`src/rtl/sm3_expnd_core.sv`:
```
// rtl/sm3_expnd_core.sv - SM3 message expansion: 512-bit block in, 64 (Wj, W'j) round pairs out
//
// Ports:
//   clk, rst_n            clock, asynchronous active-low reset
//   pad_otpt_d_i          padded message beat (PAD_DW bits, high word earliest)
//   pad_otpt_vld_i        beat valid
//   pad_otpt_lst_i        beat belongs to the final block of the message
//   pad_otpt_ena_o        stage can accept a beat (low while rounds stream)
//   expnd_otpt_w_o        Wj
//   expnd_otpt_wp_o       W'j = Wj ^ Wj+4
//   expnd_otpt_idx_o      round index j
//   expnd_otpt_fst_o      j == 0
//   expnd_otpt_lst_o      j == 63 of the final block
//   expnd_otpt_vld_o      round outputs valid
//   expnd_otpt_ena_i      downstream consumes the current round
module sm3_expnd_core #(
  parameter int PAD_DW = 32
) (
  input  logic              clk,
  input  logic              rst_n,
  input  logic [PAD_DW-1:0] pad_otpt_d_i,
  input  logic              pad_otpt_vld_i,
  input  logic              pad_otpt_lst_i,
  output logic              pad_otpt_ena_o,
  output logic [31:0]       expnd_otpt_w_o,
  output logic [31:0]       expnd_otpt_wp_o,
  output logic [5:0]        expnd_otpt_idx_o,
  output logic              expnd_otpt_fst_o,
  output logic              expnd_otpt_lst_o,
  output logic              expnd_otpt_vld_o,
  input  logic              expnd_otpt_ena_i
);

  localparam int WPB = PAD_DW / 32;   // words per beat
  localparam int BPB = 512 / PAD_DW;  // beats per block

  typedef enum logic [1:0] {
    ST_IDLE,
    ST_LOAD,
    ST_ROUND
  } state_t;

  state_t      state_q, state_d;
  logic [4:0]  beat_q, beat_d;
  logic [5:0]  rnd_q, rnd_d;
  logic        lst_q, lst_d;
  logic [31:0] win_q [16];
  logic [31:0] win_d [16];

  logic        beat_acc;
  logic        rnd_acc;
  logic [31:0] w_new;

  function automatic logic [31:0] rotl(input logic [31:0] x, input int n);
    return (x << n) | (x >> (32 - n));
  endfunction

  function automatic logic [31:0] p1(input logic [31:0] x);
    return x ^ rotl(x, 15) ^ rotl(x, 23);
  endfunction

  assign pad_otpt_ena_o   = (state_q != ST_ROUND);
  assign expnd_otpt_vld_o = (state_q == ST_ROUND);

  // Outputs are forced to zero outside ROUND so idle/load cycles present a clean bus.
  assign expnd_otpt_w_o   = expnd_otpt_vld_o ? win_q[0] : 32'd0;
  assign expnd_otpt_wp_o  = expnd_otpt_vld_o ? (win_q[0] ^ win_q[4]) : 32'd0;
  assign expnd_otpt_idx_o = expnd_otpt_vld_o ? rnd_q : 6'd0;
  assign expnd_otpt_fst_o = expnd_otpt_vld_o && (rnd_q == 6'd0);
  assign expnd_otpt_lst_o = expnd_otpt_vld_o && lst_q && (rnd_q == 6'd63);

  assign beat_acc = pad_otpt_vld_i && pad_otpt_ena_o;
  assign rnd_acc  = expnd_otpt_vld_o && expnd_otpt_ena_i;

  // Window holds Wj..Wj+15, so the new word is Wj+16.
  assign w_new = p1(win_q[0] ^ win_q[7] ^ rotl(win_q[13], 15)) ^ rotl(win_q[3], 7) ^ win_q[10];

  always_comb begin
    state_d = state_q;
    beat_d  = beat_q;
    rnd_d   = rnd_q;
    lst_d   = lst_q;
    for (int i = 0; i < 16; i++) win_d[i] = win_q[i];

    case (state_q)
      ST_IDLE, ST_LOAD: begin
        if (beat_acc) begin
          for (int i = 0; i < 16 - WPB; i++) win_d[i] = win_q[i + WPB];
          for (int k = 0; k < WPB; k++) begin
            win_d[16 - WPB + k] = pad_otpt_d_i[PAD_DW - 1 - 32 * k -: 32];
          end
          beat_d = beat_q + 5'd1;
          lst_d  = lst_q | pad_otpt_lst_i;
          if (beat_q == 5'(BPB - 1)) begin
            state_d = ST_ROUND;
            rnd_d   = 6'd0;
          end else begin
            state_d = ST_LOAD;
          end
        end
      end
      ST_ROUND: begin
        if (rnd_acc) begin
          for (int i = 0; i < 15; i++) win_d[i] = win_q[i + 1];
          win_d[15] = w_new;
          rnd_d     = rnd_q + 6'd1;
          if (rnd_q == 6'd63) begin
            state_d = ST_IDLE;
            lst_d   = 1'b0;
            beat_d  = 5'd0;
          end
        end
      end
      default: state_d = ST_IDLE;
    endcase
  end

  always_ff @(posedge clk or negedge rst_n) begin
    if (!rst_n) begin
      state_q <= ST_IDLE;
      beat_q  <= 5'd0;
      rnd_q   <= 6'd0;
      lst_q   <= 1'b0;
      for (int i = 0; i < 16; i++) win_q[i] <= 32'd0;
    end else begin
      state_q <= state_d;
      beat_q  <= beat_d;
      rnd_q   <= rnd_d;
      lst_q   <= lst_d;
      for (int i = 0; i < 16; i++) win_q[i] <= win_d[i];
    end
  end

endmodule

```
`config.mk`:
```
export PLATFORM = sky130hd
export DESIGN_NAME = sm3_expnd_core
export DESIGN_NICKNAME = d
export VERILOG_FILES = /design/src/rtl/sm3_expnd_core.sv
export SDC_FILE = /design/constraint.sdc
export NUM_CORES = 1
export LEC_CHECK = 0
export BUFFER_PORTS_ARGS = -buffer_cell sky130_fd_sc_hd__buf_2
export CAP_MARGIN = 20
export CORE_ASPECT_RATIO = 0.7
export CORE_UTILIZATION = 61
export CTS_CLUSTER_DIAMETER = 80
export DETAILED_ROUTE_END_ITERATION = 6
export GPL_TIMING_DRIVEN = 0
export PLACE_DENSITY_LB_ADDON = 0.05
export SLEW_MARGIN = 20
export SYNTH_ARGS = -nofsm -noshare
export SYNTH_HDL_FRONTEND = slang
export SYNTH_SLANG_ARGS = --single-unit
```
`constraint.sdc`:
```
create_clock -name clk -period 2.1 [get_ports clk]
set_clock_uncertainty 0.05 [all_clocks]
set_input_delay 0.63 -clock clk [delete_from_list [all_inputs] [get_ports clk]]
set_output_delay 0.63 -clock clk [all_outputs]
set_load 0.05 [all_outputs]
```
==> flow_summary.ini, run 1 <==
[detailed_routing]
drc = 0
dr.pass1.iters = 6
routed_wirelength_um = 70850
drt.antenna.violating_nets = 0
wire_per_inst_um = 22.09
vias = 18170
drt-initial-drc-count = 1862
vias_per_cell = 5.666

[layout]
nets = 2736
fillers = 2543
area_growth_syn_to_layout_pct = 20.53
design_area_um2 = 27150
drive_gt1_frac = 0.1537

[yosys]
yosys-mux-area-fraction = 0.0004999
synth-compound-area-share = 0.02294
synth_cell_types = 34
yosysSeqAreaShare = 0.5843
ys_async_sr_fraction = 1.000
synth_top_family_by_area = simple AND/OR/NAND/NOR gates
syn_nets = 2535
synthCells = 2494
yosys.area_share.simple = 0.2670
synth_ff_type = dfrtp_1
synth-xor-area-share = 0.09536
ys_seq_elements = 526
postSynthAreaPerCell_um2 = 9.033
synth_warnings = 0
synth_edf_count = 0
netlist_area_um2 = 22530
synthAdderAreaFrac = 0.002222

[setup_path]
cp_data_required_time_ps = 1420
arrival_ps = 1940
path_cells = nand2b_4 -> inv_8 -> clkbuf_16 -> nand3b_1 -> nor4_4 -> buf_6
end_kind = output pin
cp_slowest_cell = dfrtp_1
cp_max_fo = 4
critPathMaxStageDelay_ps = 390
crit_family = simple AND/OR/NAND/NOR gates
worstSetupPathType = reg -> out
cp-start-kind = flop
cp.buffers_inverters = 3

[clocking]
tritoncts = yes
worstSkewPairLatency_ps = 580
cts_sinks = 526
root_buffer = clkbuf_16
cts.reportedPaths.clkPinSlew_ps = 70
h-tree-depth = 2
clk_path_buf_depth = 3
numCtsBuffers = 49

[global_routing]
grt_max_degree = 102
antenna_found_initial = 0
grt_pass1_wl_um = 101800
grt_pass1_vias = 16840
grt_overflow = 0
grt_usage = 0.3693

[power_and_ir_drop]
peakVddDrop_v = 0.001093
internal-power_mw = 27.66
power.density_nw_per_um2 = 1737
clkPwrFrac = 0.184
p_sw_frac = 0.4134
p_comb_frac = 0.393
p_seq_frac = 0.423
leakagePower_nw = 14.35
switchingPower_mw = 19.49

[die]
start_util = 0.6234
dieArea_um2 = 37720
fp-row-count = 58
io_pins = 111
core_area_um2 = 36140
die_h_um = 162.8
die-width_um = 231.7

[timing]
fin_crit_sh = 1.246
period_minus_slack_ps = 2617
slew_headroom = 0.4833
setup_slack_ps = -516.9
setup_viol = 88
fmax_mhz = 382.1
whs_ps = 261.2
rsz0062_at_grt = true
worstMarginPinSlew_ps = 775.0
hold_violations = 0
drv_slew = 0

[job]
cap_violations = 0

[run_status]
failed_checks = negative setup slack
outcome = complete, but fails checks

[place]
place_ws_ps = -640.4
io_buffer_count = 109
dp_hpwl_um = 49300
place.gp.congestion = 1.035
place_area_um2 = 23920

[worst_hold_path]
min_path_type = in -> reg
[sequential cells by signal, indices dropped and copies added (netlist names)]
signal   cells
beat_q       5
lst_q        1
rnd_q        6
state_q      2
win_q      512
[through the flow]
stage	TNS, ps	instances	total power [mW]	utilization
global placement	-5492970	3083	36.54	0.6578
finish	-30140	3207	47.16	0.7514
CTS	-24570	3189	46.17	0.7324
global route	-33040	3206	49.22	0.7513
detailed placement	-247360	3088	37.09	0.6619
floorplan	-59.74	2494	30.43	-
[cell usage after synthesis, drive strengths merged, types with 2 or more instances]
cell	count	area, um2
a32oi	21	183.9
inv	5	18.76
nand2b	4	25.02
ha	4	50.05
a211oi	3	22.52
xnor2	162	1419
o2bb2ai	2	17.52
a21oi	5	36.29
and2	36	225.2
dfrtp	526	13160
a22o	3	26.28
o21ai	26	130.1
nand3b	3	26.27
clkbuf	28	105.1
xnor3	32	720.7
and3	2	12.51
o211ai	11	82.58
nand3	16	80.08
nand2	1458	5473
buf	100	499.2
nor2	39	146.4
[final timing paths]
path                                        from               end  slack (ps)  cells past startpoint
worst min register to register        win_q[118]        win_q[118]         420                      2
worst max register to register        state_q[1]         win_q[30]         -50                      9
worst max-delay path                  state_q[0]  expnd_otpt_fst_o        -520                      6
max in group asynchronous                  rst_n        win_q[175]         250                      4
worst min-delay path            pad_otpt_d_i[16]         win_q[16]         260                      3
min in group asynchronous                  rst_n          rnd_q[2]         530                      2
[power groups by stage]
stage	Sequential, mW	Clock, mW	Combinational [mW]
after floorplan	17.1	0	13.3
after global placement	19.5	0	17.0
after detailed placement	19.7	0	17.4
after CTS	19.5	8.66	18.0
after global routing	20.2	9.08	19.9
final	20.0	8.67	18.5
[worst min-delay path, cell delays in order]
cell and delay [ps]:
buf_2 80, a32oi_1 70, o21ai_0 70
[per-layer routing]
metal / share of wire / up-vias / global-route usage
met5: 0 / - / 0
met4: 0.038 / 0 / 0.1205
met3: 0.11 / 193 / 0.06618
met2: 0.44 / 996 / 0.5393
met1: 0.42 / 8878 / 0.5626
li1: - / 8105 / -
[kinds of logic after synthesis]
logic type               after synthesis
flip-flops                           526
AND/OR/NAND/NOR                     1562
buffers and inverters                133
AO/OA/AOI/OAI                         73
adder cells (fa/ha/maj)                4
multiplexers                           1
XOR/XNOR                             195
[what timing repair did]
item | 4_1_cts | 5_1_grt
hold buffers | 1 | 0
setup buffers | 16 | 12
pin swaps | 6 | 27
hold endpoints to repair | 51 | 0
resized for setup | 253 | 140
gates cloned | 2 | 8
setup endpoints to repair | 320 | 675
[cells in the final DEF, fill, tap and decap left out, types with 11 or more instances in the layout]
master	instances
buf_2	115
dfrtp_1	525
clkbuf_1	24
and2_4	35
o21ai_0	26
xnor3_1	32
nor2_4	35
nand2_1	1457
xnor2_1	161
clkbuf_16	62
buf_6	23
buf_4	16
nand3_1	15
o211ai_1	11
clkbuf_2	11
a32oi_1	21
buf_8	64
clkbuf_4	12
[layout make-up]
cell class | instances | area, um2 | share of cell area
clock buffers | 73 | 1439 | 0.05299
flip-flops and latches | 526 | 13160 | 0.4848
clock inverters | 9 | 76.32 | 0.002811
repair buffers | 151 | 1918 | 0.07064
plain buffers | 127 | 770.7 | 0.02838
multi-input cells | 1835 | 9156 | 0.3372
diodes | 1 | 2.502 | 0.00009216
inverters | 5 | 26.28 | 0.0009677
well taps | 480 | 600.6 | 0.02212
Note: power is estimated with default switching activity, not from simulation.
==> run 2: changes to the inputs <==
CELL_PAD_IN_SITES_DETAIL_PLACEMENT = 0   (was unset)
CELL_PAD_IN_SITES_GLOBAL_PLACEMENT = 2   (was unset)
CORE_UTILIZATION = 39   (was 61)
RECOVER_POWER = 100   (was unset)
SKIP_LAST_GASP = 1   (was unset)
==> run 2 against run 1 <==
The flow still finishes with violations (negative setup slack). Clock-buffer cell count rose by 16. Final cell count rose by 8.9%. Global-route usage fell by 11 points. Setup slack improved by 7.1 ps. Utilization fell by 27 points. Critical endpoint is now expnd_otpt_wp_o[22]. Largest cell class unchanged.
==> flow_summary.ini, run 2 (synthesis results as in run 1) <==
[run_status]
outcome = complete, but fails checks
failed_checks = negative setup slack

[timing]
drv_slew = 0
slew_headroom = 0.1075
setup_slack_ps = -509.8
tns_ps = -40420
fmax_mhz = 383.2
fin_crit_sh = 1.243
setup_viol = 162
whs_ps = 234.9
rsz0062_at_grt = true
period_minus_slack_ps = 2610
hold_violations = 0
worstMarginPinSlew_ps = 1339

[global_routing]
grt_overflow = 0
grt_pass1_wl_um = 109300
grt_usage = 0.2586
grt_pass1_vias = 16700
grt_max_degree = 96
antenna_found_initial = 3

[clocking]
numCtsBuffers = 54
cts_sinks = 526
worstSkewPairLatency_ps = 610
cts.reportedPaths.clkPinSlew_ps = 70
clk_path_buf_depth = 3
root_buffer = clkbuf_16
tritoncts = yes
h-tree-depth = 2

[power_and_ir_drop]
peakVddDrop_v = 0.001235
total_power_mw = 51.24
power.density_nw_per_um2 = 1861
leakagePower_nw = 14.40

[setup_path]
crit_path_end = expnd_otpt_wp_o[22]
arrival_ps = 1930
startpoint = state_q[0]
critPathMaxStageDelay_ps = 380
worstSetupPathType = reg -> out
cp_data_required_time_ps = 1420
path_cells = nand2b_4 -> buf_12 -> buf_12 -> buf_12 -> nor2_2 -> buf_6
rr_worst_depth = 4
r2r_end = win_q[26]
crit_top_cell = buf_12
cp_max_fo = 10
reg2reg_from = win_q[491]
end_kind = output pin
cp_slowest_cell = dfrtp_1
cp-start-kind = flop
r2r_slack_ps = 10

[layout]
largest_register = win_q
nets = 2734
top_regs = win_q (512), rnd_q (6), beat_q (5)
final-instance-count-excl-fill = 3492
final_cell_mix = 1457 x nand2_1, 516 x dfrtp_1, 148 x xnor2_1
post-route-util = 0.4837
area_growth_syn_to_layout_pct = 22.18
final_common_cell = nand2_1
drive_gt1_frac = 0.1615
largest_reg_flops = 512
fillers = 5499
design_area_um2 = 27530

[die]
fp-row-count = 73
core_area_um2 = 56900
die-width_um = 289.3
dieArea_um2 = 58740
die_h_um = 203.1
start_util = 0.3959
io_pins = 111

[place]
place_ws_ps = -822.2
place_area_um2 = 24280
placed_cells = 3359
place.gp.congestion = 0.8924
dp_hpwl_um = 55950
io_buffer_count = 109

[detailed_routing]
wire_per_inst_um = 21.21
dr.pass1.iters = 5
vias = 16870
routed_wirelength_um = 74070
drc = 0
drt.antenna.violating_nets = 0
drt-initial-drc-count = 1236
vias_per_cell = 4.832

[worst_hold_path]
min_path_type = in -> reg

[job]
cap_violations = 0
## run 2: cell types whose count changed in the layout (fill, tap and decap cells not counted), sizes merged
| cell | delta |
|---|---|
| clkinvlp | -1 |
| buf | +5 |
| diode | +4 |
| clkinv | +3 |
| bufinv | +1 |
| inv | -1 |
| clkbuf | +4 |
## run 2: worst min-delay path by stage
stage	slack [ps]	to	depth (start not counted)	from
after global placement	400	win_q[473]	2	win_q[473]
after detailed placement	400	win_q[447]	2	win_q[447]
after global routing	230	win_q[25]	3	pad_otpt_d_i[25]
final	230	win_q[7]	3	pad_otpt_d_i[7]
after CTS	10	win_q[476]	2	rst_n
after floorplan	280	beat_q[0]	0	rst_n
## run 2: what timing repair did
item,4_1_cts,5_1_grt
hold buffers,1,0
gates resized for setup,224,139
endpoints found under the setup margin,574,308
endpoints found under the hold margin,13,0
pin swaps,4,14
setup buffers,13,13
cloned,3,1
## run 2: layout make-up
cell class | count | area (um2) | area share
Buffer | 126 | 734.5 | 0.02668
Tap cell | 750 | 938.4 | 0.03409
Multi-Input combinational cell | 1835 | 9201 | 0.3343
Timing Repair Buffer | 145 | 1595 | 0.05796
Clock inverter | 11 | 105.1 | 0.003818
Antenna cell | 5 | 12.51 | 0.0004546
Clock buffer | 89 | 1737 | 0.06309
Inverter | 5 | 26.28 | 0.0009546
Sequential cell | 526 | 13180 | 0.4787
## run 2: critical path: cells and delay by family (launching register included)
family	cells	cell delay, ps
buffers and inverters	4	590
DFF	1	380
and+or+nand+nor	2	350
## run 2: where the power goes
part           internal [mW]  switching (mW)
Sequential              14.6            5.46
Combinational           8.71            12.5
Clock                   5.86            4.13
## run 2: per-layer routing
metal | routed length [um] | track usage
met1 | 37210 | 0.4015
met2 | 31250 | 0.3688
met3 | 3881 | 0.04348
met4 | 1733 | 0.06936
met5 | 0 | 0
